`config.mk`:
```
export PLATFORM = sky130hd
export DESIGN_NAME = ultrasonido_filtro
export DESIGN_NICKNAME = d
export VERILOG_FILES = /design/src/rtl/ultrasonido_filtro.sv
export SDC_FILE = /design/constraint.sdc
export NUM_CORES = 1
export LEC_CHECK = 0
export ABC_AREA = 1
export CELL_PAD_IN_SITES_DETAIL_PLACEMENT = 1
export CELL_PAD_IN_SITES_GLOBAL_PLACEMENT = 1
export CORE_UTILIZATION = 49
export CTS_CLUSTER_SIZE = 24
export DETAILED_ROUTE_END_ITERATION = 8
export DONT_BUFFER_PORTS = 1
export GPL_TIMING_DRIVEN = 0
export PLACE_DENSITY_LB_ADDON = 0.1
export SETUP_SLACK_MARGIN = 0.5
export SLEW_MARGIN = 20
export SYNTH_ARGS = -nofsm -noshare
export SYNTH_HDL_FRONTEND = slang
export SYNTH_SLANG_ARGS = --single-unit
```
`constraint.sdc`:
```
create_clock -name clk -period 4 [get_ports clk]
set_input_delay 0.4 -clock clk [delete_from_list [all_inputs] [get_ports clk]]
set_output_delay 0.4 -clock clk [all_outputs]
set_load 0.05 [all_outputs]
```
`src/rtl/ultrasonido_filtro.sv`:
```
// ============================================================================
// Module      : ultrasonido_filtro
// Description : Moving-average filter for ultrasonic distance samples. Drives a
//               proximity flag with hysteresis and a stale flag for a silent sensor.
//               Optional macro ULTRASONIDO_MEDIAN3_EN adds a 3-tap median prefilter.
// Revision    : 1.0 - initial release
// ============================================================================
`default_nettype none

module ultrasonido_filtro #(
  parameter int LOG2_N      = 3,
  parameter int THR_NEAR    = 30,
  parameter int THR_FAR     = 40,
  parameter int TIMEOUT_CYC = 6000000
) (
  input  logic        clk,
  input  logic        reset,
  input  logic        done_in,
  input  logic [15:0] distance_in,
  output logic [15:0] avg_distance,
  output logic        avg_valid,
  output logic        filled,
  output logic        near,
  output logic        stale
);

  localparam int N      = 1 << LOG2_N;
  localparam int SUM_W  = 16 + LOG2_N;
  localparam int FILL_W = LOG2_N + 1;
  localparam int CNT_W  = $clog2(TIMEOUT_CYC + 1);

  localparam logic [FILL_W-1:0] c_n           = FILL_W'(N);
  localparam logic [15:0]       c_thr_near    = 16'(THR_NEAR);
  localparam logic [15:0]       c_thr_far     = 16'(THR_FAR);
  localparam logic [CNT_W-1:0]  c_timeout     = CNT_W'(TIMEOUT_CYC);
  localparam logic [CNT_W-1:0]  c_timeout_m1  = CNT_W'(TIMEOUT_CYC - 1);

  typedef enum logic [0:0] {
    ST_RUN   = 1'b0,
    ST_STALE = 1'b1
  } state_t;

  logic              r_done_d;
  logic              r_cap_valid;
  logic [15:0]       r_cap_data;
  logic              w_capture;

  logic              w_buf_valid;
  logic [15:0]       w_buf_data;

  logic [15:0]       r_buf [N];
  logic [LOG2_N-1:0] r_wr_ptr;
  logic [SUM_W-1:0]  r_sum;
  logic [FILL_W-1:0] r_fill;
  logic              r_s1_valid;
  logic [15:0]       w_avg;

  state_t            r_state;
  logic [CNT_W-1:0]  r_cnt;

  assign w_capture = done_in & ~r_done_d;
  assign w_avg     = 16'(r_sum >> LOG2_N);

  // Capture stage: one sample per rising edge of done_in
  always_ff @(posedge clk or negedge reset) begin
    if (!reset) begin
      r_done_d    <= 1'b0;
      r_cap_valid <= 1'b0;
      r_cap_data  <= '0;
    end else begin
      r_done_d    <= done_in;
      r_cap_valid <= w_capture;
      if (w_capture) begin
        r_cap_data <= distance_in;
      end
    end
  end

`ifdef ULTRASONIDO_MEDIAN3_EN
  logic [15:0] r_tap0;
  logic [15:0] r_tap1;
  logic        r_med_valid;
  logic [15:0] r_med_data;

  function automatic logic [15:0] med3(input logic [15:0] a, input logic [15:0] b,
                                       input logic [15:0] c);
    logic [15:0] lo;
    logic [15:0] hi;
    lo = (a < b) ? a : b;
    hi = (a < b) ? b : a;
    return (c < lo) ? lo : ((c > hi) ? hi : c);
  endfunction

  // Median over the newest capture and the two before it
  always_ff @(posedge clk or negedge reset) begin
    if (!reset) begin
      r_tap0      <= '0;
      r_tap1      <= '0;
      r_med_valid <= 1'b0;
      r_med_data  <= '0;
    end else begin
      r_med_valid <= r_cap_valid;
      if (r_cap_valid) begin
        r_med_data <= med3(r_cap_data, r_tap0, r_tap1);
        r_tap0     <= r_cap_data;
        r_tap1     <= r_tap0;
      end
    end
  end

  assign w_buf_valid = r_med_valid;
  assign w_buf_data  = r_med_data;
`else
  assign w_buf_valid = r_cap_valid;
  assign w_buf_data  = r_cap_data;
`endif

  // Circular buffer with running sum; the sum is wide enough for N full-scale entries
  always_ff @(posedge clk or negedge reset) begin
    if (!reset) begin
      for (int i = 0; i < N; i++) begin
        r_buf[i] <= '0;
      end
      r_wr_ptr   <= '0;
      r_sum      <= '0;
      r_fill     <= '0;
      r_s1_valid <= 1'b0;
    end else begin
      r_s1_valid <= w_buf_valid;
      if (w_buf_valid) begin
        r_buf[r_wr_ptr] <= w_buf_data;
        r_sum           <= r_sum + SUM_W'(w_buf_data) - SUM_W'(r_buf[r_wr_ptr]);
        r_wr_ptr        <= r_wr_ptr + LOG2_N'(1);
        if (r_fill != c_n) begin
          r_fill <= r_fill + FILL_W'(1);
        end
      end
    end
  end

  // Output stage: average, valid pulse and hysteresis only once the window is full
  always_ff @(posedge clk or negedge reset) begin
    if (!reset) begin
      avg_distance <= '0;
      avg_valid    <= 1'b0;
      filled       <= 1'b0;
      near         <= 1'b0;
    end else begin
      filled    <= (r_fill == c_n);
      avg_valid <= r_s1_valid && (r_fill == c_n);
      if (r_s1_valid && (r_fill == c_n)) begin
        avg_distance <= w_avg;
        if (!near && (w_avg < c_thr_near)) begin
          near <= 1'b1;
        end else if (near && (w_avg >= c_thr_far)) begin
          near <= 1'b0;
        end
      end
    end
  end

  // Silence watchdog; a capture edge takes priority over expiry in the same cycle
  always_ff @(posedge clk or negedge reset) begin
    if (!reset) begin
      r_state <= ST_RUN;
      r_cnt   <= '0;
      stale   <= 1'b0;
    end else if (w_capture) begin
      r_state <= ST_RUN;
      r_cnt   <= '0;
      stale   <= 1'b0;
    end else begin
      case (r_state)
        ST_RUN: begin
          if (r_cnt == c_timeout_m1) begin
            r_cnt   <= c_timeout;
            stale   <= 1'b1;
            r_state <= ST_STALE;
          end else begin
            r_cnt <= r_cnt + CNT_W'(1);
          end
        end
        ST_STALE: begin
          stale <= 1'b1;
        end
        default: begin
          r_state <= ST_RUN;
        end
      endcase
    end
  end

endmodule

`default_nettype wire

```
==> report_table.html, run 1 <==
<table>
<tr><th>Metric</th><th>Value</th></tr>
<tr><th colspan="2">Run status</th></tr>
<tr><td>Status</td><td>complete, but fails checks</td></tr>
<tr><td>Violated checks</td><td>DRC, hold timing</td></tr>
<tr><th colspan="2">Critical path</th></tr>
<tr><td>Source of the worst register-to-register timing path</td><td>r_wr_ptr[0]$_DFFE_PN0P_</td></tr>
<tr><td>Critical Path AT</td><td>3.82 ns</td></tr>
<tr><td>Data required time at the worst endpoint</td><td>4.42 ns</td></tr>
<tr><td>Kind of capture point of the worst setup path</td><td>flip-flop</td></tr>
<tr><td>Start point of the critical path</td><td>r_wr_ptr[0]$_DFFE_PN0P_</td></tr>
<tr><td>Worst r2r dst</td><td>r_sum[17]$_DFFE_PN0P_</td></tr>
<tr><td>Worst Path Class, Setup</td><td>flip-flop to flip-flop</td></tr>
<tr><td>Setup slack on the worst flop-to-flop path</td><td>0.60 ns</td></tr>
<tr><td>CP max FO</td><td>10</td></tr>
<tr><td>Worst setup endpoint</td><td>r_sum[17]$_DFFE_PN0P_</td></tr>
<tr><td>Depth of the worst register-to-register path</td><td>16</td></tr>
<tr><td>Startpoint types</td><td>flip-flop</td></tr>
<tr><th colspan="2">Synth</th></tr>
<tr><td>Async SR Flop Fraction</td><td>100%</td></tr>
<tr><td>Number of synthesized register bits</td><td>217</td></tr>
<tr><td>Library cells used by synthesis</td><td>42</td></tr>
<tr><td>Net count after synthesis</td><td>1388</td></tr>
<tr><td>Post-synth EDFFs</td><td>0</td></tr>
<tr><td>Most common flop cell mapped by yosys</td><td>dfrtp_1</td></tr>
<tr><td>Top cells by area in the synthesized netlist</td><td>dfrtp_1 49%, nand2_1 12%, o21ai_0 9.5%, inv_1 4.9%, ha_1 2.9%</td></tr>
<tr><td>Avg Cell Area, Syn</td><td>8.34 um2</td></tr>
<tr><td>Summed instance area of the synthesized netlist</td><td>11100 um2</td></tr>
<tr><td>Syn. warnings</td><td>0</td></tr>
<tr><td>Cell taking the most area after synthesis</td><td>dfrtp_1</td></tr>
<tr><td>Top-area cell type share of the netlist area</td><td>49.1%</td></tr>
<tr><td>Share of the yosys chip area belonging to registers</td><td>49.1%</td></tr>
<tr><td>Cell count after synthesis</td><td>1327</td></tr>
<tr><th colspan="2">Floorplan</th></tr>
<tr><td>Starting density of the core</td><td>50.4%</td></tr>
<tr><td>Area of the die</td><td>23200 um2</td></tr>
<tr><td>Site Rows</td><td>54</td></tr>
<tr><td>Total core area</td><td>22000 um2</td></tr>
<tr><td>Horizontal die dimension</td><td>152 um</td></tr>
<tr><td>Vertical die dimension</td><td>152 um</td></tr>
<tr><td>Top-level port count</td><td>39</td></tr>
<tr><th colspan="2">STA</th></tr>
<tr><td>Fin Hold WS</td><td>-0.441 ns</td></tr>
<tr><td>Fin Setup TNS</td><td>0 ns</td></tr>
<tr><td>Post-route fraction of the period consumed by the critical path</td><td>85.1%</td></tr>
<tr><td>Slew at the pin with the worst max-slew slack</td><td>0.609 ns</td></tr>
<tr><td>Final worst path period need</td><td>3.40 ns</td></tr>
<tr><td>Max frequency</td><td>0.294 GHz</td></tr>
<tr><td>Setup repair after global routing missed its margin</td><td>yes</td></tr>
<tr><td>Relative slew slack</td><td>59.4%</td></tr>
<tr><td>Count of pins over their slew limit</td><td>0</td></tr>
<tr><td>Final Hold Fails</td><td>217</td></tr>
<tr><td># setup viols final</td><td>0</td></tr>
<tr><td>Setup Skew</td><td>0.0163 ns</td></tr>
<tr><td>Final worst slack</td><td>0.598 ns</td></tr>
<tr><th colspan="2">GRT</th></tr>
<tr><td>Maximum number of pins on one net before global-route repair</td><td>218</td></tr>
<tr><td>Aggregate global routing overflow</td><td>0</td></tr>
<tr><td>Tot GR Track Use</td><td>28.6%</td></tr>
<tr><td>Number of global-route vias before repair</td><td>9974</td></tr>
<tr><td>Initial antenna violation count</td><td>0</td></tr>
<tr><td>Global-route wire length before repair</td><td>52.5 mm</td></tr>
<tr><th colspan="2">Clock tree</th></tr>
<tr><td>Buffer type at the clock tree root</td><td>clkbuf_16</td></tr>
<tr><td>Post-CTS Hold Fix Bufs</td><td>17</td></tr>
<tr><td>Clock buffer count from CTS</td><td>26</td></tr>
<tr><td>Number of sinks handled by clock tree synthesis</td><td>217</td></tr>
<tr><td>TritonCTS clock tree</td><td>yes</td></tr>
<tr><td>Number of H-tree branching levels</td><td>1</td></tr>
<tr><td>Clk slew on worst S/H paths</td><td>0.06 ns</td></tr>
<tr><td>Buffers from clock root to sink, at most</td><td>3</td></tr>
<tr><td>Clk Latency, worst-skew pair</td><td>0.54 ns</td></tr>
<tr><th colspan="2">Finish</th></tr>
<tr><td>Most frequent cells in the layout</td><td>356 x nand2_1, 216 x dfrtp_1, 196 x o21ai_0</td></tr>
<tr><td>N_diodes</td><td>0</td></tr>
<tr><td>Fraction of layout instances using a drive strength above 1</td><td>9.76%</td></tr>
<tr><td>Post-Layout Inst Area</td><td>12600 um2</td></tr>
<tr><td>Commonest non-fill, non-tap cell in the layout</td><td>nand2_1</td></tr>
<tr><td>Number of filler cells placed in the layout</td><td>2617</td></tr>
<tr><td>Syn-to-layout area delta</td><td>14.1%</td></tr>
<tr><td>Final #Nets</td><td>1438</td></tr>
<tr><th colspan="2">Detailed routing</th></tr>
<tr><td>DRC marker count from the first detailed-route iteration</td><td>516</td></tr>
<tr><td>Final WL</td><td>32.1 mm</td></tr>
<tr><td>Count of TritonRoute iterations in the first routing pass</td><td>7</td></tr>
<tr><td>Post-route DRC violation count</td><td>6</td></tr>
<tr><td>Post-DRT Antenna Nets</td><td>0</td></tr>
<tr><td>Via count</td><td>9252</td></tr>
<tr><td>Routed via count divided by cell count</td><td>5.53</td></tr>
<tr><td>Average detailed-routed wire length per instance</td><td>19.2 um</td></tr>
<tr><th colspan="2">Place</th></tr>
<tr><td>Post-DP HPWL</td><td>23.1 mm</td></tr>
<tr><td>Number of I/O port buffers</td><td>0</td></tr>
<tr><td>Dpl cell area</td><td>11400 um2</td></tr>
<tr><td>Worst setup slack after placement</td><td>0.263 ns</td></tr>
<tr><td>Weighted congestion reported at the end of routability-driven placement</td><td>0.877</td></tr>
<tr><th colspan="2">Min path</th></tr>
<tr><td>Hold Crit Class</td><td>primary input to async pin</td></tr>
<tr><th colspan="2">Job</th></tr>
<tr><td>Max Cap Violations</td><td>0</td></tr>
</table>
[timing repair]
| item | CTS | global route |
|---|---|---|
| gates cloned | 0 | 0 |
| pin swaps | 4 | 19 |
| endpoints found under the hold margin | 234 | 217 |
| setup endpoints to repair | 12 | 13 |
| gates resized for setup | 13 | 53 |
| setup buffers | 0 | 5 |
[worst max-delay path, cell delays in order (launching register included)]
cell and delay, ns:
dfrtp_1 0.37, buf_4 0.19, inv_2 0.13, clkbuf_2 0.22, o21ai_0 0.34, o2111ai_2 0.23, fa_1 0.53, inv_1 0.04
ha_1 0.35, nand2_1 0.11, inv_1 0.07, a21oi_1 0.17, nand3_2 0.17, nand2_1 0.12, nand3_1 0.07, nand3_1 0.08
nand2_1 0.06
[cells in the mapped netlist, drive strengths merged (9+ instances only)]
cell	n
inv	150
xor2	14
buf	24
o211ai	15
ha	26
o21a	29
nor2	72
fa	16
nand3	44
nor3	15
dfrtp	217
nand4	12
nand2	368
o2111ai	14
clkbuf	30
a21oi	17
o21ai	234
xnor2	9
[stage by stage]
| step | util [%] | cells |
|---|---|---|
| after detailed placement | 52.0 | 1607 |
| after global placement | 52.0 | 1607 |
| after CTS | 56.6 | 1669 |
| after floorplan | - | 1327 |
| final | 57.5 | 1674 |
| after global routing | 57.5 | 1674 |
[logic make-up (layout without fill, tap and decap cells)]
group           Yosys count  after routing  synth area share [%]
fa+ha+maj                42             42                  5.83
simple gates            519            519                  19.8
flops                   217            217                  49.1
buf+inv                 205            272                  7.28
compound gates          321            321                  16.2
xor+xnor                 23             23                  1.82
[worst min-delay path by stage]
stage	cells past startpoint	startpoint	endpoint	slack, ns
floorplan	0	reset	avg_distance[0]$_DFFE_PN0P_	0.10
detailed placement	0	reset	r_sum[1]$_DFFE_PN0P_	0.12
finish	0	reset	avg_distance[3]$_DFFE_PN0P_	-0.44
global placement	0	reset	r_sum[1]$_DFFE_PN0P_	0.11
global route	0	reset	avg_distance[3]$_DFFE_PN0P_	-0.46
CTS	0	reset	r_sum[9]$_DFFE_PN0P_	-0.46
[routing by layer]
layer  track usage, %  vias up  part of all wire [%]
met4             7.58        0                   2.4
li1                 -     4431                     -
met5                0        -                     0
met1             37.9     4617                    45
met2             49.0      151                    49
met3             4.35       53                   4.0
[area by class of cell]
| type | instances | area (um2) | share of cell area, % |
|---|---|---|---|
| well taps | 280 | 350 | 2.77 |
| repair buffers | 22 | 208 | 1.64 |
| flip-flops and latches | 217 | 5430 | 43.0 |
| multi-input cells | 905 | 5000 | 39.5 |
| clock buffers | 39 | 769 | 6.09 |
| inverters | 151 | 569 | 4.51 |
| clock inverters | 6 | 46.3 | 0.366 |
| plain buffers | 54 | 263 | 2.08 |
[registers in the layout (all words and copies together), names as in the netlist, 3 cells and up]
| name | flops |
|---|---|
| r_buf | 128 |
| r_cnt | 23 |
| r_sum | 19 |
| avg_distance | 16 |
| r_cap_data | 16 |
| r_fill | 4 |
| r_wr_ptr | 3 |
Power of run 1 is left out: the tool's default activity adds up to more than one toggle a clock period on the data nets, which glitch-free logic cannot reach.
==> run 2: changes to the inputs <==
--- a/config.mk
+++ b/config.mk
@@ -6,14 +6,13 @@
 export NUM_CORES = 1
 export LEC_CHECK = 0
 export ABC_AREA = 1
-export CELL_PAD_IN_SITES_DETAIL_PLACEMENT = 1
-export CELL_PAD_IN_SITES_GLOBAL_PLACEMENT = 1
-export CORE_UTILIZATION = 49
+export CORE_UTILIZATION = 60
+export CTS_BUF_LIST = sky130_fd_sc_hd__clkbuf_8
 export CTS_CLUSTER_SIZE = 24
 export DETAILED_ROUTE_END_ITERATION = 8
 export DONT_BUFFER_PORTS = 1
 export GPL_TIMING_DRIVEN = 0
-export PLACE_DENSITY_LB_ADDON = 0.1
+export PLACE_DENSITY = 0.76
 export SETUP_SLACK_MARGIN = 0.5
 export SLEW_MARGIN = 20
 export SYNTH_ARGS = -nofsm -noshare
==> report_table.html, run 2 (synthesis results as in run 1) <==
<table>
<tr><th>Metric</th><th>Value</th></tr>
<tr><th colspan="2">Finish</th></tr>
<tr><td>Biggest regs</td><td>r_buf: 128 flops, r_cnt: 23 flops, r_sum: 19 flops</td></tr>
<tr><td>N_diodes</td><td>0 (unchanged)</td></tr>
<tr><td>Most frequent cells in the layout</td><td>358 x nand2_1, 216 x dfrtp_1, 203 x o21ai_0</td></tr>
<tr><td>Final #Nets</td><td>1445 (+0.49%)</td></tr>
<tr><td>Max FFs per register</td><td>128 (unchanged)</td></tr>
<tr><td>Syn-to-layout area delta</td><td>11.2%</td></tr>
<tr><td>Fraction of layout instances using a drive strength above 1</td><td>9.04% (-0.72 points)</td></tr>
<tr><td>Final cell count without fillers</td><td>1634 (-2.4%)</td></tr>
<tr><td>Biggest register</td><td>r_buf</td></tr>
<tr><td>Commonest non-fill, non-tap cell in the layout</td><td>nand2_1</td></tr>
<tr><th colspan="2">GRT</th></tr>
<tr><td>Global-route wire length before repair</td><td>43.0 mm (-18%)</td></tr>
<tr><td>Number of global-route vias before repair</td><td>8653 (-13%)</td></tr>
<tr><td>Tot GR Track Use</td><td>29.9% (+1.3 points)</td></tr>
<tr><td>Initial antenna violation count</td><td>0 (unchanged)</td></tr>
<tr><td>Maximum number of pins on one net before global-route repair</td><td>218 (unchanged)</td></tr>
<tr><td>Aggregate global routing overflow</td><td>0 (unchanged)</td></tr>
<tr><th colspan="2">Critical path</th></tr>
<tr><td>CP max FO</td><td>10 (unchanged)</td></tr>
<tr><td>Depth of the worst register-to-register path</td><td>18 (+2)</td></tr>
<tr><td>Startpoint types</td><td>flip-flop</td></tr>
<tr><td>Data required time at the worst endpoint</td><td>4.40 ns (-0.02 ns)</td></tr>
<tr><td>Max stage delay on crit path</td><td>0.53 ns (about the same)</td></tr>
<tr><td>Cell chain of the critical path</td><td>clkbuf_4 -&gt; inv_2 -&gt; clkbuf_2 -&gt; o21ai_0 -&gt; o2111ai_1 -&gt; fa_1 -&gt; inv_1 -&gt; ha_1 -&gt; nand2_1 -&gt; inv_1 -&gt; nand2_1 -&gt; nand2_1 -&gt; inv_1 -&gt; nor2_1 -&gt; nor2_1 -&gt; nand3_1 -&gt; nand3_1 -&gt; nand2_1</td></tr>
<tr><td>Master of the slowest instance on the critical path</td><td>fa_1</td></tr>
<tr><td>Most used cell along the critical path</td><td>nand2_1</td></tr>
<tr><td>Setup slack on the worst flop-to-flop path</td><td>0.61 ns (about the same)</td></tr>
<tr><td>Worst Path Class, Setup</td><td>flip-flop to flip-flop</td></tr>
<tr><td>Critical Path AT</td><td>3.79 ns (-0.03 ns)</td></tr>
<tr><td>Worst r2r dst</td><td>r_sum[18]$_DFFE_PN0P_</td></tr>
<tr><td>Kind of capture point of the worst setup path</td><td>flip-flop</td></tr>
<tr><td>Source of the worst register-to-register timing path</td><td>r_wr_ptr[0]$_DFFE_PN0P_</td></tr>
<tr><th colspan="2">Power and ir drop</th></tr>
<tr><td>Highest ir drop seen on vdd</td><td>0.693 mV</td></tr>
<tr><td>Static Leakage</td><td>6.02 nW</td></tr>
<tr><td>Total power draw</td><td>12.1 mW</td></tr>
<tr><td>Pwr/cell area</td><td>984 nW/um2</td></tr>
<tr><th colspan="2">Clock tree</th></tr>
<tr><td>Number of sinks handled by clock tree synthesis</td><td>217 (unchanged)</td></tr>
<tr><td>Buffers from clock root to sink, at most</td><td>3 (unchanged)</td></tr>
<tr><td>TritonCTS clock tree</td><td>yes</td></tr>
<tr><td>Clk Latency, worst-skew pair</td><td>0.53 ns (about the same)</td></tr>
<tr><td>Clock buffer count from CTS</td><td>37 (+42%)</td></tr>
<tr><td>Buffer type at the clock tree root</td><td>clkbuf_8</td></tr>
<tr><td>Number of H-tree branching levels</td><td>2 (+1)</td></tr>
<tr><td>Post-CTS Hold Fix Bufs</td><td>15 (-2)</td></tr>
<tr><td>Clk slew on worst S/H paths</td><td>0.05 ns (about the same)</td></tr>
<tr><th colspan="2">STA</th></tr>
<tr><td>Relative slew slack</td><td>63.5% (+4.1 points)</td></tr>
<tr><td>Count of pins over their slew limit</td><td>0 (unchanged)</td></tr>
<tr><td>Post-route fraction of the period consumed by the critical path</td><td>84.8% (-0.24 points)</td></tr>
<tr><td># setup viols final</td><td>0 (unchanged)</td></tr>
<tr><td>Fin Hold WS</td><td>-0.433 ns (+0.00761 ns)</td></tr>
<tr><td>Max frequency</td><td>0.295 GHz (+0.28%)</td></tr>
<tr><td>Setup repair after global routing missed its margin</td><td>no</td></tr>
<tr><td>Setup Skew</td><td>0.0221 ns (+0.00578 ns)</td></tr>
<tr><td>Slew at the pin with the worst max-slew slack</td><td>0.548 ns (-0.0611 ns)</td></tr>
<tr><td>Fin Setup TNS</td><td>0 ns (unchanged)</td></tr>
<tr><td>Final worst path period need</td><td>3.39 ns (-0.00952 ns)</td></tr>
<tr><td>Final Hold Fails</td><td>217 (unchanged)</td></tr>
<tr><th colspan="2">Detailed routing</th></tr>
<tr><td>Count of TritonRoute iterations in the first routing pass</td><td>5 (-2)</td></tr>
<tr><td>Via count</td><td>9053 (-2.2%)</td></tr>
<tr><td>Average detailed-routed wire length per instance</td><td>16.3 um (-15%)</td></tr>
<tr><td>Post-DRT Antenna Nets</td><td>0 (unchanged)</td></tr>
<tr><td>DRC marker count from the first detailed-route iteration</td><td>763 (+48%)</td></tr>
<tr><td>Final WL</td><td>26.7 mm (-17%)</td></tr>
<tr><td>Routed via count divided by cell count</td><td>5.54 (+0.24%)</td></tr>
<tr><td>Post-route DRC violation count</td><td>0 (-6)</td></tr>
<tr><th colspan="2">Run status</th></tr>
<tr><td>Violated checks</td><td>hold timing</td></tr>
<tr><td>Status</td><td>complete, but fails checks</td></tr>
<tr><th colspan="2">Job</th></tr>
<tr><td>Max Cap Violations</td><td>0 (unchanged)</td></tr>
<tr><th colspan="2">Floorplan</th></tr>
<tr><td>Starting density of the core</td><td>61.4% (+11 points)</td></tr>
<tr><td>Vertical die dimension</td><td>138 um (-9.5%)</td></tr>
<tr><td>Top-level port count</td><td>39 (unchanged)</td></tr>
<tr><td>Horizontal die dimension</td><td>138 um (-9.5%)</td></tr>
<tr><td>Area of the die</td><td>19000 um2 (-18%)</td></tr>
<tr><td>Total core area</td><td>18000 um2 (-18%)</td></tr>
<tr><td>Site Rows</td><td>49 (-9.3%)</td></tr>
<tr><th colspan="2">Place</th></tr>
<tr><td>Post-placement cell count</td><td>1556 (-3.2%)</td></tr>
<tr><td>Weighted congestion reported at the end of routability-driven placement</td><td>0.923 (+5.2%)</td></tr>
<tr><td>Number of I/O port buffers</td><td>0 (unchanged)</td></tr>
<tr><td>Post-DP HPWL</td><td>19.5 mm (-16%)</td></tr>
<tr><th colspan="2">Min path</th></tr>
<tr><td>Hold Crit Class</td><td>primary input to async pin</td></tr>
</table>
[run 2: cell types whose count changed in the layout (fill, tap and decap cells not counted), sizes merged]
| cell | previous run | this run |
|---|---|---|
| dlygate4sd3 | 17 | 15 |
| buf | 28 | 24 |
| clkinv | 5 | 3 |
| clkinvlp | 2 | 0 |
| clkbuf | 70 | 76 |
| inv | 150 | 165 |
[run 2: power by group]
part / total (mW) / leakage [nW] / switching (mW) / internal, mW
combinational: 6.52 / 2.81 / 4.07 / 2.45
sequential: 3.78 / 2.81 / 0.757 / 3.02
clock: 1.82 / 0.396 / 0.847 / 0.969
total: 12.1 / 6.02 / 5.67 / 6.44
[run 2: through the flow]
step / setup WS [ns] / utilization, % / hold slack [ns] / instance area [um2]
floorplan: 1.11 / - / 0.104 / 11100
detailed placement: 0.411 / 63.0 / 0.110 / 11400
global placement: 0.480 / 63.0 / 0.111 / 11400
finish: 0.607 / 68.3 / -0.433 / 12300
CTS: 0.505 / 67.6 / -0.453 / 12200
global route: 0.471 / 68.3 / -0.463 / 12300
[run 2: timing repair]
action,4_1_cts,5_1_grt
hold endpoints to repair,232,217
resized for setup,7,37
pin swaps,2,11
setup buffers,0,3
setup endpoints to repair,6,12
[run 2: critical path: cells and delay by family, from the launching register on]
family | cells | cell delay (ns)
adders and majority gates | 2 | 0.89
DFF | 1 | 0.36
AOI/OAI and AO/OA | 2 | 0.55
and+or+nand+nor | 8 | 0.69
buffers and inverters | 6 | 0.74
[run 2: layout make-up]
| class | instances | area (um2) |
|---|---|---|
| Timing Repair Buffer | 18 | 173 |
| Clock buffer | 43 | 592 |
| Buffer | 54 | 260 |
| Tap cell | 229 | 287 |
| Sequential cell | 217 | 5430 |
| Clock inverter | 17 | 71.3 |
| Fill cell | 1514 | 5720 |
| Multi-Input combinational cell | 905 | 4920 |
| Inverter | 151 | 569 |
[run 2: how the worst max path moves through the flow]
stage / start / endpoint / cells past startpoint
global placement: r_wr_ptr[0]$_DFFE_PN0P_ / r_sum[16]$_DFFE_PN0P_ / 17
CTS: r_wr_ptr[0]$_DFFE_PN0P_ / r_sum[12]$_DFFE_PN0P_ / 20
floorplan: r_wr_ptr[0]$_DFFE_PN0P_ / r_sum[12]$_DFFE_PN0P_ / 17
detailed placement: r_wr_ptr[0]$_DFFE_PN0P_ / r_sum[12]$_DFFE_PN0P_ / 17
global route: r_wr_ptr[0]$_DFFE_PN0P_ / r_sum[12]$_DFFE_PN0P_ / 17
finish: r_wr_ptr[0]$_DFFE_PN0P_ / r_sum[18]$_DFFE_PN0P_ / 18
[run 2: routing by layer]
layer,global-route usage (%),vias up,share of wire [%]
li1,-,4439,-
met1,41.1,4275,46
met2,47.7,290,46
met3,5.74,49,6.2
met4,9.90,0,2.5
met5,0,-,0
Note: power is estimated with default switching activity, not from simulation.
